$ cat config.mk
export PLATFORM = sky130hd
export DESIGN_NAME = fetch_stage
export DESIGN_NICKNAME = d
export VERILOG_FILES = /design/src/rtl/cpu_types_pkg.sv /design/src/rtl/fetch_hold_buf.sv /design/src/rtl/fetch_stage.sv
export SDC_FILE = /design/constraint.sdc
export NUM_CORES = 1
export LEC_CHECK = 0
export ABC_AREA = 1
export BUFFER_PORTS_ARGS = -buffer_cell sky130_fd_sc_hd__clkbuf_2
export CORE_MARGIN = 10
export CORE_UTILIZATION = 53
export CTS_BUF_LIST = sky130_fd_sc_hd__clkbuf_8
export CTS_CLUSTER_SIZE = 12
export DETAILED_ROUTE_END_ITERATION = 16
export GPL_ROUTABILITY_DRIVEN = 0
export HOLD_SLACK_MARGIN = 0.02
export PLACE_DENSITY = 0.8
export SYNTH_ARGS = -nofsm -noshare
export SYNTH_HDL_FRONTEND = slang
export SYNTH_SLANG_ARGS = --single-unit
$ cat constraint.sdc
create_clock -name CLK -period 1.9 [get_ports CLK]
set_input_delay 0.38 -clock CLK [delete_from_list [all_inputs] [get_ports CLK]]
set_output_delay 0.38 -clock CLK [all_outputs]
set_load 0.02 [all_outputs]
$ cat src/rtl/cpu_types_pkg.sv
// Shared fetch-side types: the fetch FSM encoding, the IF/ID record and the HALT opcode.
package cpu_types_pkg;

  localparam logic [5:0] HaltOpDefault = 6'h3F;

  typedef enum logic [1:0] {
    FETCH,
    HOLD,
    HALTED
  } fetch_state_t;

  typedef struct packed {
    logic [31:0] instr;
    logic [29:0] npc;
  } ifid_t;

  function automatic logic is_halt(input logic [31:0] instr, input logic [5:0] op);
    return instr[31:26] == op;
  endfunction

endpackage

$ cat src/rtl/fetch_hold_buf.sv
// One-entry IF/ID record buffer that parks a completed fetch while decode is stalled.
module fetch_hold_buf
  import cpu_types_pkg::*;
(
  input  logic  clk_i,
  input  logic  rst_i,
  input  logic  load_i,
  input  logic  clear_i,
  input  ifid_t data_i,
  output logic  valid_o,
  output ifid_t data_o
);

  logic  valid_q;
  ifid_t data_q;

  // Clear wins over load: a flush must never leave a stale entry behind.
  always_ff @(posedge clk_i) begin
    if (rst_i) begin
      valid_q <= 1'b0;
      data_q  <= '0;
    end else if (clear_i) begin
      valid_q <= 1'b0;
    end else if (load_i) begin
      valid_q <= 1'b1;
      data_q  <= data_i;
    end
  end

  assign valid_o = valid_q;
  assign data_o  = data_q;

endmodule

$ cat src/rtl/fetch_stage.sv
// Instruction-fetch stage: issues imem reads, owns IF/ID, absorbs decode stalls in a hold
// buffer, handles flush redirects and parks on HALT.
module fetch_stage
  import cpu_types_pkg::*;
#(
  parameter logic [5:0]  HALT_OP = HaltOpDefault,
  parameter int unsigned CNT_W   = 32
) (
  input  logic             CLK,
  input  logic             RST,
  input  logic [29:0]      cpc,
  input  logic [29:0]      npc,
  output logic             pcEN,
  output logic             imemREN,
  output logic [31:0]      imemaddr,
  input  logic             ihit,
  input  logic [31:0]      imemload,
  input  logic             stall,
  input  logic             flush,
  output logic             ifid_valid,
  output logic [31:0]      ifid_instr,
  output logic [29:0]      ifid_npc,
  output logic             halted,
  output logic [CNT_W-1:0] fetch_cnt
);

  fetch_state_t     state_q, state_d;
  ifid_t            ifid_q, ifid_d;
  logic             valid_q, valid_d;
  logic             halted_q, halted_d;
  logic [CNT_W-1:0] cnt_q, cnt_d;

  logic  halt_hit;
  logic  fetching;
  ifid_t fetched;
  logic  hold_load, hold_clear, hold_valid;
  ifid_t hold_data;

  fetch_hold_buf u_hold_buf (
    .clk_i   (CLK),
    .rst_i   (RST),
    .load_i  (hold_load),
    .clear_i (hold_clear),
    .data_i  (fetched),
    .valid_o (hold_valid),
    .data_o  (hold_data)
  );

  always_comb begin
    halt_hit = is_halt(imemload, HALT_OP);
    fetching = (state_q == FETCH);
    fetched  = '{instr: imemload, npc: npc};

    imemREN  = fetching;
    imemaddr = {cpc, 2'b00};
    pcEN     = flush | (fetching & ihit & ~halt_hit);

    state_d    = state_q;
    ifid_d     = ifid_q;
    valid_d    = valid_q;
    halted_d   = halted_q;
    cnt_d      = cnt_q;
    hold_load  = 1'b0;
    hold_clear = 1'b0;

    if (flush) begin
      // A same-cycle ihit belongs to the squashed path and is dropped.
      valid_d    = 1'b0;
      hold_clear = 1'b1;
      state_d    = FETCH;
      halted_d   = 1'b0;
    end else begin
      unique case (state_q)
        FETCH: begin
          if (ihit) begin
            if (stall) begin
              hold_load = 1'b1;
              state_d   = HOLD;
            end else begin
              ifid_d  = fetched;
              valid_d = 1'b1;
              cnt_d   = cnt_q + CNT_W'(1);
            end
            if (halt_hit) begin
              state_d  = HALTED;
              halted_d = 1'b1;
            end
          end else if (!stall) begin
            valid_d = 1'b0;
          end
        end
        HOLD: begin
          if (!stall) begin
            ifid_d     = hold_data;
            valid_d    = 1'b1;
            cnt_d      = cnt_q + CNT_W'(1);
            hold_clear = 1'b1;
            state_d    = FETCH;
          end
        end
        HALTED: begin
          // A HALT caught under stall still has to drain into decode.
          if (hold_valid && !stall) begin
            ifid_d     = hold_data;
            valid_d    = 1'b1;
            cnt_d      = cnt_q + CNT_W'(1);
            hold_clear = 1'b1;
          end
        end
        default: state_d = FETCH;
      endcase
    end
  end

  always_ff @(posedge CLK) begin
    if (RST) begin
      state_q  <= FETCH;
      ifid_q   <= '0;
      valid_q  <= 1'b0;
      halted_q <= 1'b0;
      cnt_q    <= '0;
    end else begin
      state_q  <= state_d;
      ifid_q   <= ifid_d;
      valid_q  <= valid_d;
      halted_q <= halted_d;
      cnt_q    <= cnt_d;
    end
  end

  assign ifid_valid = valid_q;
  assign ifid_instr = ifid_q.instr;
  assign ifid_npc   = ifid_q.npc;
  assign halted     = halted_q;
  assign fetch_cnt  = cnt_q;

endmodule

==> out/qor.tcl <==
set qor(clock_skew_ns) 0.01181
set qor(timing_max_transition_violations_final) 0
set qor(path_max_fanout) 2
set qor(die_area_sq_mm) 0.01919
set qor(drt.antenna.violating_nets) 0
set qor(wl_per_cell_microns) 14.23
set qor(die_y_microns) 138.5
set qor(cp_num_buf_inv) 3
set qor(grt_setup_unrepaired) {false}
set qor(gr-total-overflow) 0
set qor(critical-path-max-stage-delay_ns) 0.36
set qor(tritoncts) {yes}
set qor(hold_start) {npc[27]}
set qor(result_of_the_run) {finished clean}
set qor(avg_cell_area_syn_sq_um) 6.874
set qor(detailedRoute.firstPassIterationCount) 5
set qor(crit_path_end_kind) {output port}
set qor(layout-area-overhead-vs-synth_pct) 17.14
set qor(yosysWarnings) 0
set qor(placed_cell_area_sq_mm) 0.008273
set qor(netlist.top_cell.by_area) {sky130_fd_sc_hd__dfxtp_1}
set qor(boundaryPins) 227
set qor(cts_sink_count) 161
set qor(detailedPlacementHpwl_microns) 13950
set qor(fmaxAchievable_mhz) 545.7
set qor(critical-path-slowest-cell) {sky130_fd_sc_hd__dfxtp_4}
set qor(synth_top_flop_cell) {sky130_fd_sc_hd__dfxtp_1}
set qor(vias) 7258
set qor(timing.rr.end) {ifid_instr[17]}
set qor(synth.area.top_cells) {sky130_fd_sc_hd__dfxtp_1 43%, sky130_fd_sc_hd__o21ai_0 12%, sky130_fd_sc_hd__nor2_1 11%}
set qor(grt_antenna_before_repair) 0
set qor(synth-async-reset-ratio) 0
set qor(worst_hold_path.num_cells) 3
set qor(worst_skew_pair.late_latency_ns) 0.45
set qor(final.fill_count) 1249
set qor(synth.cell_area_sq_mm) 0.007445
set qor(critical_path.startpoint_type) {flip-flop}
set qor(grt_util_all_layers) 0.1982
set qor(final_net_count) 1310
set qor(final_cell_area_sq_mm) 0.008721
set qor(remaining_drc_errors) 0
set qor(cts.reportedPaths.clkPinSlew_ns) 0.09
set qor(worst-path-stages) 5
set qor(timing.max_cap.violations) 0
set qor(min_period_ns) 1.833
set qor(maximum_number_of_pins_on_one_net_before_global_route_repair) 91
set qor(sequential_area_share_after_synthesis) 0.4329
set qor(num_antenna_cells) 0
set qor(yosys_register_bits) 161
set qor(critical_path_arrival_ns) 1.45
set qor(via_count_of_the_first_global_routing_pass) 6760
set qor(placement.io_buffers) 164
set qor(total_leakage_power_nw) 3.994
set qor(worst_ir_drop_vdd_uv) 438.0
set qor(die_w_microns) 138.5
set qor(core_region_area_sq_mm) 0.01383
set qor(grt_pass1_wl_microns) 32430
set qor(synthMostInstantiatedCell) {sky130_fd_sc_hd__nor2_1}
set qor(drive_above_1_share) 0.2043
set qor(cts.htree.levels) 4
set qor(synth.distinct_cells) 32
set qor(buffers_from_clock_root_to_sink_at_most) 2
set qor(netlist.area_leader.share) 0.4329
set qor(setup_violations) 0
set qor(cts_root_buf) {sky130_fd_sc_hd__clkbuf_8}
set qor(route.detailed.vias_per_inst) 5.188
set qor(areal_power_density_over_the_cells_mw_per_mm2) 791.0
set qor(wl_microns) 19900
set qor(hold_class) {primary input to flip-flop}
set qor(rr_startpoint) {state_q[1]}
set qor(delay_heaviest_family_cp) {flip-flops}
set qor(post_synth_inst_count) 1083
set qor(synth_commonest_cells) {220 x sky130_fd_sc_hd__nor2_1, 182 x sky130_fd_sc_hd__o21ai_0, 170 x sky130_fd_sc_hd__nand2_1}
set qor(critical_path.cell_chain) {inv_4, ha_4, inv_2, o31ai_4, clkbuf_4}
set qor(initial_utilization) 0.5384
set qor(register_to_register_setup_slack_ns) 0.12
set qor(reg2reg_depth) 10
set qor(timing.final.hold_violations) 0
set qor(timing.setup.critical_path_class) {flip-flop to output port}
set qor(post_synth_edffs) 0
set qor(cts-buffers-inserted) 17
set qor(number_of_standard_cell_rows_in_the_floorplan) 43
set qor(initial_drt_markers) 672
set qor(final_min_period_over_clock_period) 0.9645
set qor(final.setup.tns_ns) 0
set qor(min_to) {u_hold_buf.data_o[27]}
set qor(crit_required_ns) 1.52
flip-flops by register name, summed over array words and instances, names as in the netlist:
name,count
fetch_cnt,32
ifid_instr,32
state_q,2
halted,1
u_hold_buf.data_o,62
ifid_valid,1
u_hold_buf.valid_o,1
ifid_npc,30
worst reg2reg max path, cell delays in order, from the launching register on:
cell and delay [ns]:
sky130_fd_sc_hd__dfxtp_4 0.36, sky130_fd_sc_hd__inv_4 0.04, sky130_fd_sc_hd__ha_4 0.15, sky130_fd_sc_hd__buf_4 0.15
sky130_fd_sc_hd__nand2_2 0.10, sky130_fd_sc_hd__nand2_2 0.09, sky130_fd_sc_hd__nor3_4 0.26, sky130_fd_sc_hd__inv_2 0.15
sky130_fd_sc_hd__buf_12 0.20, sky130_fd_sc_hd__nor2_1 0.12, sky130_fd_sc_hd__nor2_1 0.06
what timing repair did:
item / 4_1_cts / 5_1_grt
gates resized for setup: 10 / 2
setup buffers: 5 / 0
pin swaps: 2 / 0
hold buffers: 0 / 0
setup endpoints to repair: 1 / 4
through the flow:
step | total power, mW | worst slack (ns) | std cells | hold slack, ns | util
finish | 6.898 | 0.06749 | 1399 | 0.1547 | 0.6307
global route | 7.186 | 0.0009279 | 1399 | 0.1424 | 0.6307
floorplan | 4.314 | 0.04096 | 1084 | 0.4515 | -
CTS | 6.948 | 0.03820 | 1399 | 0.1256 | 0.6304
detailed placement | 4.541 | 0.09625 | 1363 | 0.4634 | 0.5983
global placement | 4.525 | 0.1261 | 1363 | 0.4558 | 0.5983
cell families (layout without fill, tap and decap cells):
kind of cell | Yosys count | in the layout | synth area share
flip-flops | 161 | 161 | 0.4329
XOR/XNOR | 3 | 3 | 0.003530
buffers and inverters | 195 | 330 | 0.1262
AO/OA/AOI/OAI | 265 | 265 | 0.1803
adder cells (fa/ha/maj) | 6 | 6 | 0.01008
AND/OR/NAND/NOR | 452 | 452 | 0.2464
other | 1 | 2 | 0.0005037
cell type report:
| class | count | area (sq um) | area share |
|---|---|---|---|
| clock buffers | 20 | 275.3 | 0.03156 |
| clock inverters | 11 | 106.4 | 0.01220 |
| inverters | 107 | 405.4 | 0.04648 |
| multi-input cells | 728 | 3322 | 0.3809 |
| flip-flops and latches | 161 | 3228 | 0.3702 |
| well taps | 180 | 225.2 | 0.02582 |
| repair buffers | 192 | 1159 | 0.1329 |
metal layers:
metal | wire, microns | share of wire | track usage
met5 | 0 | 0 | 0
met4 | 310 | 0.016 | 0.06493
met3 | 1632 | 0.082 | 0.05993
met2 | 9228 | 0.46 | 0.3155
met1 | 8731 | 0.44 | 0.2504
how the worst max path moves through the flow:
stage,from,to,slack [ns]
after global routing,state_q[0],ifid_npc[22],0.0009
after CTS,state_q[1],pcEN,0.04
after detailed placement,state_q[1],ifid_valid,0.1
final,state_q[1],pcEN,0.07
after floorplan,state_q[0],pcEN,0.04
after global placement,state_q[1],ifid_valid,0.13
placed cells by master (no fill, tap or decap), types with 3 or more instances in the layout:
| cell | n |
|---|---|
| sky130_fd_sc_hd__clkbuf_8 | 20 |
| sky130_fd_sc_hd__o21ai_1 | 12 |
| sky130_fd_sc_hd__nor3_1 | 5 |
| sky130_fd_sc_hd__nand2_1 | 170 |
| sky130_fd_sc_hd__clkbuf_2 | 163 |
| sky130_fd_sc_hd__a21oi_1 | 66 |
| sky130_fd_sc_hd__buf_4 | 18 |
| sky130_fd_sc_hd__inv_6 | 3 |
| sky130_fd_sc_hd__o21ai_0 | 181 |
| sky130_fd_sc_hd__dfxtp_1 | 159 |
| sky130_fd_sc_hd__nor2_1 | 220 |
| sky130_fd_sc_hd__nor2_4 | 3 |
| sky130_fd_sc_hd__inv_1 | 100 |
| sky130_fd_sc_hd__inv_2 | 5 |
| sky130_fd_sc_hd__o21bai_1 | 3 |
| sky130_fd_sc_hd__nand4_1 | 14 |
| sky130_fd_sc_hd__ha_1 | 5 |
| sky130_fd_sc_hd__nand3_1 | 26 |
| sky130_fd_sc_hd__nand2_2 | 6 |
| sky130_fd_sc_hd__nor2_2 | 4 |
| sky130_fd_sc_hd__clkinv_4 | 3 |
| sky130_fd_sc_hd__buf_12 | 10 |
power by group:
part / switching [mW] / internal, mW / leakage (nW)
Sequential: 0.0843 / 3.54 / 1.31
Clock: 1.28 / 1.15 / 0.193
Combinational: 0.556 / 0.299 / 2.49
No activity file was read; power rests on OpenSTA's default activity.
